$ cat src/rtl/trail_pkg.sv
// Shared constants and FSM state type for the history read-modify-write path.
package trail_pkg;

  localparam int unsigned FRAME_W         = 320;
  localparam int unsigned FRAME_H         = 240;
  localparam int unsigned COLOR_DEPTH_DEF = 8;
  localparam int unsigned FWD_CNT_W       = 16;

  typedef enum logic [1:0] {
    ST_IDLE  = 2'd0,
    ST_PRIME = 2'd1,
    ST_RUN   = 2'd2
  } trail_state_e;

endpackage

$ cat src/rtl/history_rmw_fwd_table.sv
// Write-forwarding table: the live write plus the previous DEPTH-1 writes, newest match wins.
// Only built when HISTORY_FWD_EN is defined.
`ifdef HISTORY_FWD_EN
module fwd_table #(
  parameter int unsigned ADDR_WIDTH  = 17,
  parameter int unsigned COLOR_DEPTH = 8,
  parameter int unsigned DEPTH       = 3
) (
  input  logic                   clk_in,
  input  logic                   rst_in,
  input  logic                   wr_en,
  input  logic [ADDR_WIDTH-1:0]  wr_addr,
  input  logic [COLOR_DEPTH-1:0] wr_data,
  input  logic [ADDR_WIDTH-1:0]  rd_addr,
  output logic                   hit_c,
  output logic [COLOR_DEPTH-1:0] data_c
);

  localparam int unsigned REGS = DEPTH - 1;

  logic [REGS-1:0]        ent_v;
  logic [ADDR_WIDTH-1:0]  ent_a [REGS];
  logic [COLOR_DEPTH-1:0] ent_d [REGS];

  // Shift on every write; entry 0 is the most recent registered write.
  always_ff @(posedge clk_in) begin
    if (rst_in) begin
      ent_v <= '0;
      for (int i = 0; i < int'(REGS); i++) begin
        ent_a[i] <= '0;
        ent_d[i] <= '0;
      end
    end else if (wr_en) begin
      ent_v[0] <= 1'b1;
      ent_a[0] <= wr_addr;
      ent_d[0] <= wr_data;
      for (int i = 1; i < int'(REGS); i++) begin
        ent_v[i] <= ent_v[i-1];
        ent_a[i] <= ent_a[i-1];
        ent_d[i] <= ent_d[i-1];
      end
    end
  end

  // Oldest first so later (newer) matches override; the live write is newest of all.
  always_comb begin
    hit_c  = 1'b0;
    data_c = '0;
    for (int i = int'(REGS) - 1; i >= 0; i--) begin
      if (ent_v[i] && (ent_a[i] == rd_addr)) begin
        hit_c  = 1'b1;
        data_c = ent_d[i];
      end
    end
    if (wr_en && (wr_addr == rd_addr)) begin
      hit_c  = 1'b1;
      data_c = wr_data;
    end
  end

endmodule
`endif

$ cat src/rtl/history_rmw.sv
// History frame-buffer read-modify-write front end for the IIR trail filter.
// Optional write forwarding for read-after-write hazards: define HISTORY_FWD_EN.
module history_rmw
  import trail_pkg::*;
#(
  parameter int unsigned COLOR_DEPTH = COLOR_DEPTH_DEF,
  parameter int unsigned ADDR_WIDTH  = 17,
  parameter int unsigned RD_LATENCY  = 2
) (
  input  logic                   clk_in,
  input  logic                   rst_in,
  input  logic                   valid_in,
  input  logic [ADDR_WIDTH-1:0]  addr_in,
  input  logic [COLOR_DEPTH-1:0] camera_in,
  input  logic                   frame_done_in,
  output logic [ADDR_WIDTH-1:0]  rd_addr_out,
  input  logic [COLOR_DEPTH-1:0] rd_data_in,
  output logic                   valid_out,
  output logic [COLOR_DEPTH-1:0] history_out,
  output logic [COLOR_DEPTH-1:0] camera_out,
  input  logic                   update_valid_in,
  input  logic [COLOR_DEPTH-1:0] update_in,
  output logic                   wr_en_out,
  output logic [ADDR_WIDTH-1:0]  wr_addr_out,
  output logic [COLOR_DEPTH-1:0] wr_data_out,
  output logic                   primed_out,
  output logic [FWD_CNT_W-1:0]   fwd_count_out
);

  localparam int unsigned LAST = RD_LATENCY - 1;

  trail_state_e state, state_nxt;
  logic         run_mode;

  logic [RD_LATENCY-1:0]  v_pipe;
  logic [RD_LATENCY-1:0]  run_pipe;
  logic [ADDR_WIDTH-1:0]  a_pipe [RD_LATENCY];
  logic [COLOR_DEPTH-1:0] c_pipe [RD_LATENCY];
  logic                   wb_valid;
  logic [ADDR_WIDTH-1:0]  wb_addr;
  logic [COLOR_DEPTH-1:0] run_data;

  always_ff @(posedge clk_in) begin
    if (rst_in) state <= ST_IDLE;
    else        state <= state_nxt;
  end

  always_comb begin
    state_nxt = state;
    case (state)
      ST_IDLE:  if (valid_in)      state_nxt = ST_PRIME;
      ST_PRIME: if (frame_done_in) state_nxt = ST_RUN;
      ST_RUN:                      state_nxt = ST_RUN;
      default:                     state_nxt = ST_IDLE;
    endcase
  end

  always_comb begin
    run_mode   = 1'b0;
    primed_out = 1'b0;
    if (state == ST_RUN) begin
      run_mode   = 1'b1;
      primed_out = 1'b1;
    end
  end

  // Mode is latched per pixel at issue, so a frame boundary only affects later pixels.
  always_ff @(posedge clk_in) begin
    if (rst_in) begin
      v_pipe   <= '0;
      run_pipe <= '0;
      wb_valid <= 1'b0;
      wb_addr  <= '0;
      for (int i = 0; i < int'(RD_LATENCY); i++) begin
        a_pipe[i] <= '0;
        c_pipe[i] <= '0;
      end
    end else begin
      v_pipe[0]   <= valid_in;
      run_pipe[0] <= valid_in & run_mode;
      a_pipe[0]   <= valid_in ? addr_in : '0;
      c_pipe[0]   <= valid_in ? camera_in : '0;
      for (int i = 1; i < int'(RD_LATENCY); i++) begin
        v_pipe[i]   <= v_pipe[i-1];
        run_pipe[i] <= run_pipe[i-1];
        a_pipe[i]   <= a_pipe[i-1];
        c_pipe[i]   <= c_pipe[i-1];
      end
      wb_valid <= v_pipe[LAST];
      wb_addr  <= a_pipe[LAST];
    end
  end

  assign rd_addr_out = addr_in;
  assign valid_out   = v_pipe[LAST];
  assign camera_out  = c_pipe[LAST];

  // Write-back pairs the IIR result with the pixel that left the pipe last cycle.
  assign wr_en_out   = update_valid_in & wb_valid & ~rst_in;
  assign wr_addr_out = wr_en_out ? wb_addr : '0;
  assign wr_data_out = wr_en_out ? update_in : '0;

`ifdef HISTORY_FWD_EN
  logic                   fwd_hit_c;
  logic [COLOR_DEPTH-1:0] fwd_data_c;
  logic [FWD_CNT_W-1:0]   fwd_cnt;

  fwd_table #(
    .ADDR_WIDTH  (ADDR_WIDTH),
    .COLOR_DEPTH (COLOR_DEPTH),
    .DEPTH       (RD_LATENCY + 1)
  ) u_fwd_table (
    .clk_in  (clk_in),
    .rst_in  (rst_in),
    .wr_en   (wr_en_out),
    .wr_addr (wr_addr_out),
    .wr_data (wr_data_out),
    .rd_addr (a_pipe[LAST]),
    .hit_c   (fwd_hit_c),
    .data_c  (fwd_data_c)
  );

  assign run_data = fwd_hit_c ? fwd_data_c : rd_data_in;

  always_ff @(posedge clk_in) begin
    if (rst_in || frame_done_in) begin
      fwd_cnt <= '0;
    end else if (valid_out && run_pipe[LAST] && fwd_hit_c && (fwd_cnt != '1)) begin
      fwd_cnt <= fwd_cnt + FWD_CNT_W'(1);
    end
  end

  assign fwd_count_out = fwd_cnt;
`else
  assign run_data      = rd_data_in;
  assign fwd_count_out = '0;
`endif

  // Before the first full frame the camera seeds the history directly.
  assign history_out = !valid_out ? '0 : (run_pipe[LAST] ? run_data : camera_out);

endmodule

$ cat config.mk
export PLATFORM = sky130hd
export DESIGN_NAME = history_rmw
export DESIGN_NICKNAME = d
export VERILOG_FILES = /design/src/rtl/trail_pkg.sv /design/src/rtl/history_rmw_fwd_table.sv /design/src/rtl/history_rmw.sv
export SDC_FILE = /design/constraint.sdc
export NUM_CORES = 1
export LEC_CHECK = 0
export BUFFER_PORTS_ARGS = -buffer_cell sky130_fd_sc_hd__buf_2
export CORE_ASPECT_RATIO = 1.2
export CORE_MARGIN = 2
export CORE_UTILIZATION = 46
export DETAILED_ROUTE_END_ITERATION = 8
export PLACE_DENSITY = 0.78
export SKIP_CTS_REPAIR_TIMING = 1
export SLEW_MARGIN = 20
export SYNTH_ARGS = -nofsm -noshare
export SYNTH_HDL_FRONTEND = slang
export SYNTH_SLANG_ARGS = --single-unit
$ cat constraint.sdc
create_clock -name clk_in -period 1.4 [get_ports clk_in]
set_input_delay 0.35 -clock clk_in [delete_from_list [all_inputs] [get_ports clk_in]]
set_output_delay 0.35 -clock clk_in [all_outputs]
set_load 0.005 [all_outputs]
==> metrics.log <==
[metrics] global routing usage summed across all routing layers: 13.1%
[metrics] ratio of cells with drive above 1 in the final layout: 39.6%
[metrics] class of the tightest hold or removal check: input port to flip-flop
[metrics] wire length of the first global-routing pass: 6230 um
[metrics] outcome: finished with violations
[metrics] cell area after layout: 0.00336 mm^2
[metrics] setup slack of the critical path after layout: -0.151 ns
[metrics] worst-path maximum fanout: 26
[metrics] distinct cell type count of the synthesized netlist: 17
[metrics] Routed WL per cell: 9.91 um
[metrics] number of max-cap violations: 0
[metrics] half-perimeter wire length after placement: 3120 um
[metrics] Die Wd: 74.4 um
[metrics] number of antenna violations at the first check in global routing: 1
[metrics] core area: 0.00571 mm^2
[metrics] DRC: 0
[metrics] source-to-sink clock delay at the later pin of the worst-skew pair: 0.34 ns
[metrics] Util after Layout: 58.9%
[metrics] Min Clock Period, post-route: 1.55 ns
[metrics] total instance count after detailed placement: 410
[metrics] count leader, synth: sky130_fd_sc_hd__dfxtp_1
[metrics] setup repair after global routing missed its margin: yes
[metrics] worst stage delay on the critical path: 0.33 ns
[metrics] total via count in the routed design: 1,714
[metrics] sum of routed wire length over all layers: 4220 um
[metrics] placed instance area: 0.00310 mm^2
[metrics] type of the setup path with the least slack: flip-flop to output port
[metrics] share of synthesized area occupied by flip-flops and latches: 54.1%
[metrics] initial standard-cell utilization of the core: 48.0%
[metrics] num rows: 30
[metrics] global placer's final weighted congestion: 0.639
[metrics] leftover overflow at the end of global routing: 0
[metrics] count of endpoints failing setup in the final report: 34
[metrics] sort of element at the end of the critical path: output port
[metrics] Post-DRT Antenna Nets: 0
[metrics] mean cell area of the mapped netlist: 10.7 um^2
[metrics] total I/O pin count: 123
[metrics] drt first pass iters: 2
[metrics] Sinks on Clock Net: 74
[metrics] vias in the first global route: 1,444
[metrics] count of warnings emitted by yosys: 0
[metrics] final hold vios: 0
[metrics] Slew Limit Fails: 0
[metrics] post-synthesis register bit count: 74
[metrics] Synth Instances: 255
[metrics] category of the worst setup path launch point: flip-flop
[metrics] violated checks: negative setup slack
[metrics] Finished Layout Cells: 426
[metrics] cell-by-cell listing of the critical path: nand2_2, nor2_4, buf_12, and2_1, buf_2
[metrics] clock tree from TritonCTS: yes
[metrics] highest attainable clock frequency: 645 MHz
[metrics] Async SR Flop Fraction: 0%
[metrics] slowest cell on the critical path: sky130_fd_sc_hd__dfxtp_2
[metrics] Die Outline Area: 0.00659 mm^2
[metrics] P&R area growth vs syn: 22.7%
[metrics] clock transition at the registers of the reported paths: 0.08 ns
[metrics] Synth top area share: 54.1%
[metrics] htree depth: 3
[metrics] Peak VDD IR: 610 uV
[metrics] leakage power of the design: 1.61 nW
[metrics] worst clock skew on the final layout: 0.0105 ns
[metrics] power density over cell area: 1280 mW/mm^2
[metrics] die height: 88.5 um
[metrics] most used standard cells in the synthesized netlist: sky130_fd_sc_hd__dfxtp_1 (74), sky130_fd_sc_hd__nor2b_1 (54), sky130_fd_sc_hd__and2_1 (51), sky130_fd_sc_hd__buf_4 (42), sky130_fd_sc_hd__mux2i_1 (9)
[metrics] total of fill cells in the finished design: 529
[metrics] post-synthesis instance area: 0.00274 mm^2
[metrics] number of diodes added for antenna fixing: 0
[metrics] Via-to-Cell Ratio: 4.02
[metrics] largest net degree at the start of global routing: 29
[metrics] number of enable flip-flop cells after synthesis: 0
[metrics] library cell used as clock root buffer: sky130_fd_sc_hd__clkbuf_8
[metrics] CP required: 1.05 ns
[metrics] largest cells by area after synthesis: sky130_fd_sc_hd__dfxtp_1 (54%), sky130_fd_sc_hd__nor2b_1 (12%), sky130_fd_sc_hd__and2_1 (12%)
[metrics] library cell occupying the most area in the post-synthesis netlist: sky130_fd_sc_hd__dfxtp_1
[metrics] number of design-rule violations left by the first detailed-router iteration: 17
[metrics] clock buffer count from CTS: 9
[metrics] number of nets at the end of the flow: 390
[metrics] buffers from clock root to sink, at most: 2
[metrics] I/O Buffers: 106
[metrics] arrival time at the worst endpoint: 1.20 ns
[metrics] period utilization: 111%
[metrics] top flip-flop cell by instance count after synthesis: sky130_fd_sc_hd__dfxtp_1
cells by family after synthesis:
| logic type | after synthesis | synth area share, % |
|---|---|---|
| fa+ha+maj | 3 | 1.37 |
| buf+inv | 54 | 14.9 |
| other cells | 1 | 0.137 |
| flops | 74 | 54.1 |
| compound gates | 2 | 0.365 |
| simple gates | 112 | 25.8 |
| mux | 9 | 3.29 |
registers in the layout, indices dropped and copies added, names as in the netlist:
register,count
c_pipe,16
v_pipe,2
run_pipe,2
wb_addr,17
a_pipe,34
wb_valid,1
state,2
layout make-up:
cell class,instances,area (um^2),area share (%)
flip-flops and latches,74,1490,44.2
multi-input cells,142,927,27.6
repair buffers,111,612,18.2
clock buffers,9,124,3.69
clock inverters,7,100,2.98
well taps,80,100,2.98
inverters,3,11.3,0.335
stage by stage:
stage	hold WS (ns)	worst slack, ns	power [mW]	setup TNS (ns)
after floorplan	0.414	0.229	2.48	0
after global placement	0.417	0.0560	2.53	0
after detailed placement	0.421	0.0345	2.54	0
after CTS	0.193	-0.193	4.33	-5.87
after global routing	0.188	-0.240	4.50	-7.00
final	0.211	-0.151	4.32	-4.40
path summary, 6_finish.rpt:
check,start,cells past startpoint,endpoint,slack (ns)
hold / removal,camera_in[1],2,c_pipe[0][1],0.21
setup reg to reg,state[1],5,state[1],0.19
hold reg to reg,a_pipe[0][5],1,a_pipe[1][5],0.44
setup / recovery,wb_valid,5,wr_data_out[2],-0.15
layout by cell type (no fill, tap or decap), drive strengths merged:
| cell | synthesis | final |
|---|---|---|
| clkinv | 0 | 3 |
| dfxtp | 74 | 74 |
| nand2b | 2 | 2 |
| nor2 | 3 | 3 |
| nor3b | 1 | 1 |
| o21ai | 1 | 1 |
| mux2i | 9 | 9 |
| ha | 3 | 3 |
| clkbuf | 0 | 9 |
| and2 | 51 | 51 |
| nand2 | 1 | 1 |
| a21oi | 1 | 1 |
| bufinv | 0 | 2 |
| inv | 3 | 5 |
| conb | 1 | 16 |
| nor2b | 54 | 54 |
| buf | 51 | 111 |
critical path: cells and delay by family (launching register included):
kind,cells,cell delay (ns)
flops,1,0.33
simple gates,3,0.29
buf+inv,2,0.25
layer usage:
metal / global-route usage (%) / part of all wire [%] / up-vias
li1: - / - / 888
met4: 10.7 / 3.0 / 0
met2: 21.3 / 50 / 73
met5: 0 / 0 / -
met1: 13.6 / 39 / 743
met3: 4.33 / 8.0 / 10
power breakdown:
part	leakage, nW	switching (mW)	internal, mW
clock network	0.114	0.788	1.02
registers	0.605	0.0260	2.18
logic	0.893	0.140	0.166
(Power assumes the default switching activity.)
